==> src/rtl/xact_pkg.sv <==
// Shared types for the transaction responder: FSM state and queued request.
// Request fields are sized to the largest supported bus; the top zero-extends.
package xact_pkg;

  localparam int XACT_MAX_DW = 64;
  localparam int XACT_MAX_AW = 8;

  typedef enum logic [1:0] {
    IDLE,
    EXEC,
    RESP
  } xact_state_e;

  typedef struct packed {
    logic                   write;
    logic [XACT_MAX_AW-1:0] addr;
    logic [XACT_MAX_DW-1:0] wdata;
  } xact_req_t;

  function automatic logic [15:0] sat_inc16(input logic [15:0] v);
    return (v == 16'hFFFF) ? v : v + 16'd1;
  endfunction

endpackage

==> src/rtl/xact_req_fifo.sv <==
// Request FIFO; pointers carry an extra wrap bit so full and empty differ.
// Depth must be a power of two, at least 2.
module xact_req_fifo #(
  parameter int WIDTH = 8,
  parameter int DEPTH = 4
) (
  input  logic             clk,
  input  logic             rst_n,
  input  logic             i_push,
  input  logic [WIDTH-1:0] i_din,
  input  logic             i_pop,
  output logic [WIDTH-1:0] o_dout,
  output logic             o_full,
  output logic             o_empty
);

  localparam int AW = $clog2(DEPTH);

  logic [WIDTH-1:0] r_mem [DEPTH];
  logic [AW:0]      r_wptr;
  logic [AW:0]      r_rptr;
  logic             w_do_push;
  logic             w_do_pop;

  assign o_empty   = (r_wptr == r_rptr);
  assign o_full    = (r_wptr[AW] != r_rptr[AW]) &&
                     (r_wptr[AW-1:0] == r_rptr[AW-1:0]);
  assign w_do_push = i_push && !o_full;
  assign w_do_pop  = i_pop && !o_empty;
  assign o_dout    = r_mem[r_rptr[AW-1:0]];

  always_ff @(posedge clk) begin
    if (w_do_push) r_mem[r_wptr[AW-1:0]] <= i_din;
  end

  always_ff @(posedge clk or negedge rst_n) begin
    if (!rst_n) begin
      r_wptr <= '0;
      r_rptr <= '0;
    end else begin
      if (w_do_push) r_wptr <= r_wptr + 1'b1;
      if (w_do_pop)  r_rptr <= r_rptr + 1'b1;
    end
  end

endmodule

==> src/rtl/xact_responder.sv <==
// Register-file transaction responder: FIFO-queued requests, one response at a time.
// Define XACT_RESPONDER_STATS_EN to add saturating write/read/error counters.
module xact_responder
  import xact_pkg::*;
#(
  parameter int DATA_WIDTH = 32,
  parameter int ADDR_WIDTH = 4,
  parameter int NUM_REGS   = 12,
  parameter int FIFO_DEPTH = 4
) (
  input  logic                  clk,
  input  logic                  rst_n,
  input  logic                  req_valid,
  output logic                  req_ready,
  input  logic                  req_write,
  input  logic [ADDR_WIDTH-1:0] req_addr,
  input  logic [DATA_WIDTH-1:0] req_wdata,
  output logic                  rsp_valid,
  input  logic                  rsp_ready,
  output logic [DATA_WIDTH-1:0] rsp_rdata,
  output logic                  rsp_err
`ifdef XACT_RESPONDER_STATS_EN
  ,
  output logic [15:0]           stat_wr_cnt,
  output logic [15:0]           stat_rd_cnt,
  output logic [15:0]           stat_err_cnt
`endif
);

  xact_req_t             w_push_req;
  xact_req_t             w_head;
  logic                  w_full;
  logic                  w_empty;
  logic                  w_push;
  logic                  w_pop;
  logic                  w_hit;
  logic [ADDR_WIDTH-1:0] w_idx;

  logic                  r_rdy_en;
  xact_state_e           r_state;
  xact_req_t             r_cur;
  logic [DATA_WIDTH-1:0] r_regs [NUM_REGS];

`ifdef XACT_RESPONDER_STATS_EN
  logic [15:0] r_stat_wr;
  logic [15:0] r_stat_rd;
  logic [15:0] r_stat_err;

  assign stat_wr_cnt  = r_stat_wr;
  assign stat_rd_cnt  = r_stat_rd;
  assign stat_err_cnt = r_stat_err;
`endif

  always_comb begin
    w_push_req       = '0;
    w_push_req.write = req_write;
    w_push_req.addr  = XACT_MAX_AW'(req_addr);
    w_push_req.wdata = XACT_MAX_DW'(req_wdata);
  end

  assign req_ready = r_rdy_en && !w_full;
  assign w_push    = req_valid && req_ready;
  assign w_pop     = (r_state == IDLE) && !w_empty;
  assign w_idx     = r_cur.addr[ADDR_WIDTH-1:0];
  assign w_hit     = 32'(r_cur.addr) < NUM_REGS;

  xact_req_fifo #(
    .WIDTH ($bits(xact_req_t)),
    .DEPTH (FIFO_DEPTH)
  ) u_fifo (
    .clk     (clk),
    .rst_n   (rst_n),
    .i_push  (w_push),
    .i_din   (w_push_req),
    .i_pop   (w_pop),
    .o_dout  (w_head),
    .o_full  (w_full),
    .o_empty (w_empty)
  );

  // Holds req_ready low through reset and until the first edge after release.
  always_ff @(posedge clk or negedge rst_n) begin
    if (!rst_n) r_rdy_en <= 1'b0;
    else        r_rdy_en <= 1'b1;
  end

  always_ff @(posedge clk or negedge rst_n) begin
    if (!rst_n) begin
      r_state   <= IDLE;
      r_cur     <= '0;
      rsp_valid <= 1'b0;
      rsp_rdata <= '0;
      rsp_err   <= 1'b0;
      for (int i = 0; i < NUM_REGS; i++) r_regs[i] <= '0;
`ifdef XACT_RESPONDER_STATS_EN
      r_stat_wr  <= '0;
      r_stat_rd  <= '0;
      r_stat_err <= '0;
`endif
    end else begin
      unique case (r_state)
        IDLE: begin
          if (!w_empty) begin
            r_cur   <= w_head;
            r_state <= EXEC;
          end
        end
        EXEC: begin
          r_state   <= RESP;
          rsp_err   <= !w_hit;
          rsp_rdata <= '0;
          if (w_hit) begin
            if (r_cur.write)
              r_regs[w_idx] <= r_cur.wdata[DATA_WIDTH-1:0];
            else
              rsp_rdata <= r_regs[w_idx];
          end
`ifdef XACT_RESPONDER_STATS_EN
          if (!w_hit)           r_stat_err <= sat_inc16(r_stat_err);
          else if (r_cur.write) r_stat_wr  <= sat_inc16(r_stat_wr);
          else                  r_stat_rd  <= sat_inc16(r_stat_rd);
`endif
        end
        // First RESP cycle raises valid; data was settled in EXEC.
        RESP: begin
          if (!rsp_valid) begin
            rsp_valid <= 1'b1;
          end else if (rsp_ready) begin
            rsp_valid <= 1'b0;
            rsp_rdata <= '0;
            rsp_err   <= 1'b0;
            r_state   <= IDLE;
          end
        end
        default: r_state <= IDLE;
      endcase
    end
  end

endmodule

==> config.mk <==
export PLATFORM = sky130hd
export DESIGN_NAME = xact_responder
export DESIGN_NICKNAME = d
export VERILOG_FILES = /design/src/rtl/xact_pkg.sv /design/src/rtl/xact_req_fifo.sv /design/src/rtl/xact_responder.sv
export SDC_FILE = /design/constraint.sdc
export NUM_CORES = 1
export LEC_CHECK = 0
export BUFFER_PORTS_ARGS = -buffer_cell sky130_fd_sc_hd__buf_2
export CORE_MARGIN = 3
export CORE_UTILIZATION = 62
export DETAILED_ROUTE_END_ITERATION = 12
export PLACE_DENSITY = 0.79
export SYNTH_ARGS = -nofsm -noshare
export SYNTH_HDL_FRONTEND = slang
export SYNTH_SLANG_ARGS = --single-unit
==> constraint.sdc <==
create_clock -name clk -period 4 [get_ports clk]
set_input_delay 0.8 -clock clk [delete_from_list [all_inputs] [get_ports clk]]
set_output_delay 0.8 -clock clk [all_outputs]
set_load 0.02 [all_outputs]
==> key figures <==
Drt
  • WL final: 54300 microns
  • Avg WL per Cell: 25.2 microns
  • Routed Antenna Nets: 0
  • Initial DRC count: 1150
  • Routed vias/inst: 6.42
  • Via count: 13811
  • Pre-antenna DRT Iters: 7
  • DRC: 0

Clock tree
  • Setup Buffers After CTS: 0
  • H-tree levels: 2
  • Clock Pin Slew Worst Setup and Hold Paths: 60 ps
  • Root buf cell: clkbuf_16
  • CTS max path bufs: 3
  • Hold Buf Count CTS: 0
  • TritonCTS clock tree: built
  • Post_cts resized: 0
  • TritonCTS buffer count: 59
  • Clk_lat worst skew: 630 ps
  • Clk sinks: 612

Synth
  • Avg Inst Size Synth: 17.0 sq um
  • Post-synth EDFFs: 148
  • Syn Nets: 1573
  • Asr flop ratio synth: 75.8%
  • Synthesized flop and latch total: 612
  • Post-Syn Area: 25900 sq um
  • Sequential cell area fraction in the yosys report: 61.9%
  • Yosys cell types: 41
  • Most common flop cell mapped by yosys: dfrtp_1
  • Synth Warn #: 0
  • Mapped Cells: 1527

Setup path
  • Worst Reg-to-Reg Cells: 5
  • FF-to-FF setup slack: 1220 ps
  • Peak fanout along the critical path: 3
  • Startpoint Class: flip-flop
  • Launch point of the worst path: u_fifo.r_rptr[2]
  • Kind of critical path: reg2out
  • Worst EP required: 3200 ps
  • Critical R2R Launch: r_cur[66]
  • Crit end category: output pin
  • Reg2reg end: r_regs[108]
  • Worst Path Arrival: 1980 ps

Power and ir drop
  • Pleak: 12.6 nW
  • Sw power: 7.16 mW
  • Sequential share of power: 46.8%
  • Maximum vdd drop: 0.000587 V
  • Switch share: 31.8%
  • Cell area power density: 783 nW/um^2
  • Comb pwr share: 28.6%
  • Int Pwr: 15.4 mW
  • Clock network fraction of total power: 24.5%

STA
  • Hold Vio Cnt, Final: 0
  • Fmax: 0.359 GHz
  • Final hold slack: 132 ps
  • Worst-Margin Slew: 1090 ps
  • Fin crit period: 2780 ps
  • Final WS setup: 1220 ps
  • Max Slew Vio Count: 0
  • Period utilization: 69.6%
  • Slew margin rel.: 27.5%
  • Setup TNS: 0 ps
  • Unrepaired setup endpoints after global routing: false
  • Number of endpoints failing setup at the final stage: 0
  • Clock Skews: 39.0 ps

Cells and area
  • Layout Cells excl Fill: 2151
  • Diodes inserted: 0
  • Area growth syn-to-layout: 10.9%
  • Ratio of cells with drive above 1 in the final layout: 47.3%
  • Sequential Area: 16100 sq um
  • Fillers: 2660
  • Multi-input gate area: 9290 sq um
  • Final nets: 1616

Die
  • Io pins: 76
  • Die X: 211 microns
  • Total die area: 44300 sq um
  • Core ar.: 41100 sq um
  • Die height: 211 microns
  • Initial Util: 63.1%
  • Num rows: 74

Global routing
  • Vias in the first global route: 14509
  • Total track usage: 25.5%
  • Initial antenna violation count: 1
  • GRT overflow: 0
  • Largest net degree at the start of global routing: 94
  • Global-route wire length before repair: 86800 microns

Place
  • Placed Instances: 2041
  • Placer Congestion: 0.752
  • Pre-CTS setup slack: 1310 ps
  • DP Wirelength: 31500 microns
  • IO Port Bufs: 75

Outcome
  • Status: finished clean

Run
  • Max Cap Violations: 0

Hold path
  • HP Class: in2async
-- worst max-delay path by stage --
| stage | slack (ps) | cells after the start | end |
|---|---|---|---|
| 3_3_place_gp | 1310 | 5 | r_regs[121] |
| 3_5_place_dp | 1310 | 5 | r_regs[127] |
| 5_1_grt | 1130 | 4 | req_ready |
| 4_1_cts | 1180 | 4 | req_ready |
| 2_1_floorplan | 970 | 2 | u_fifo.r_mem[0][0] |
| 6_report | 1220 | 4 | req_ready |
-- cell usage in the layout, fill, tap and decap left out, types with 3 or more instances in the layout --
cell type	synthesis	layout
xnor2_1	4	4
nor3_4	2	6
mux2_2	402	402
nand2b_1	4	3
clkinv_1	0	10
dfrtp_4	0	3
nor2_4	0	3
clkbuf_8	0	12
edfxtp_1	148	148
xor2_1	4	4
nand2_1	4	4
buf_12	0	8
nand3b_1	33	33
mux4_2	133	133
dfrtp_1	464	459
buf_4	24	32
clkinv_2	0	12
clkbuf_1	58	11
clkbuf_16	0	59
nand3_1	97	97
buf_2	45	74
inv_1	6	6
ha_1	5	5
nand4_1	32	32
mux2_1	21	21
bufinv_16	0	4
-- power by group through the flow --
stage	logic (mW)	clock network [mW]	registers (mW)
2_1_floorplan	5.44	0	9.59
3_3_place_gp	6.30	0	10.4
3_5_place_dp	6.46	0	10.6
4_1_cts	6.53	5.64	10.5
5_1_grt	6.96	5.91	10.8
6_report	6.46	5.53	10.5
-- cell families (layout without fill, tap and decap cells) --
logic type / Yosys count / in the layout / synth area share, %
other cells: 1 / 1 / 0.0145
fa+ha+maj: 5 / 5 / 0.241
xor+xnor: 8 / 8 / 0.270
buf+inv: 139 / 231 / 2.57
mux: 556 / 556 / 29.9
compound gates: 7 / 7 / 0.203
flops: 612 / 612 / 61.9
simple gates: 199 / 199 / 4.92
-- flip-flops by register name (all words and copies together) (netlist names) --
name,cells
r_rdy_en,1
u_fifo.r_mem,148
rsp_valid,1
r_regs,384
r_state,2
u_fifo.r_wptr,3
rsp_rdata,32
u_fifo.r_rptr,3
r_cur,37
rsp_err,1
-- per-stage QoR --
step / util [%] / area [sq um] / total power, mW
2_1_floorplan: - / 25900 / 15.0
3_3_place_gp: 65.3 / 26800 / 16.7
3_5_place_dp: 65.3 / 26800 / 17.0
4_1_cts: 70.0 / 28800 / 22.7
5_1_grt: 70.0 / 28800 / 23.7
6_report: 70.0 / 28800 / 22.5
-- per-layer routing --
layer | up-vias | wire length, microns | track usage, %
met5 | - | 0 | 0
met4 | 0 | 1000 | 6.61
met3 | 76 | 2590 | 3.68
met2 | 363 | 26300 | 40.2
met1 | 7483 | 24300 | 38.4
li1 | 5889 | - | -
-- cell type report --
class / instances / share of cell area [%]
clock buffer: 82 / 5.85
clock inverter: 28 / 0.930
inverter: 6 / 0.0782
multi-input combinational: 776 / 32.3
sequential: 612 / 55.8
tap: 532 / 2.31
timing repair buffer: 115 / 2.73
-- cells in the mapped netlist, types with 2 or more instances --
library cell	instances	area share, %
dfrtp_1	464	45
mux2_2	402	17
edfxtp_1	148	17
mux4_2	133	12
nand3_1	97	1.9
clkbuf_1	58	0.84
buf_2	45	0.87
nand3b_1	33	0.95
nand4_1	32	0.77
buf_4	24	0.69
mux2_1	21	0.91
buf_1	6	0.087
inv_1	6	0.087
ha_1	5	0.24
nor2_1	5	0.072
nand2_1	4	0.058
nand2b_1	4	0.096
nor3_2	4	0.15
xnor2_1	4	0.14
xor2_1	4	0.14
nor2b_1	3	0.072
a21oi_1	2	0.039
and2_1	2	0.048
nand4b_4	2	0.18
nor3_4	2	0.13
o311ai_0	2	0.068
-- worst max-delay path, cell delays in order, from the launching register on --
cell	delay, ps
dfrtp_1	460
xnor2_1	210
or3_1	390
and2_1	160
buf_2	150
Note: power is estimated with default switching activity, not from simulation.
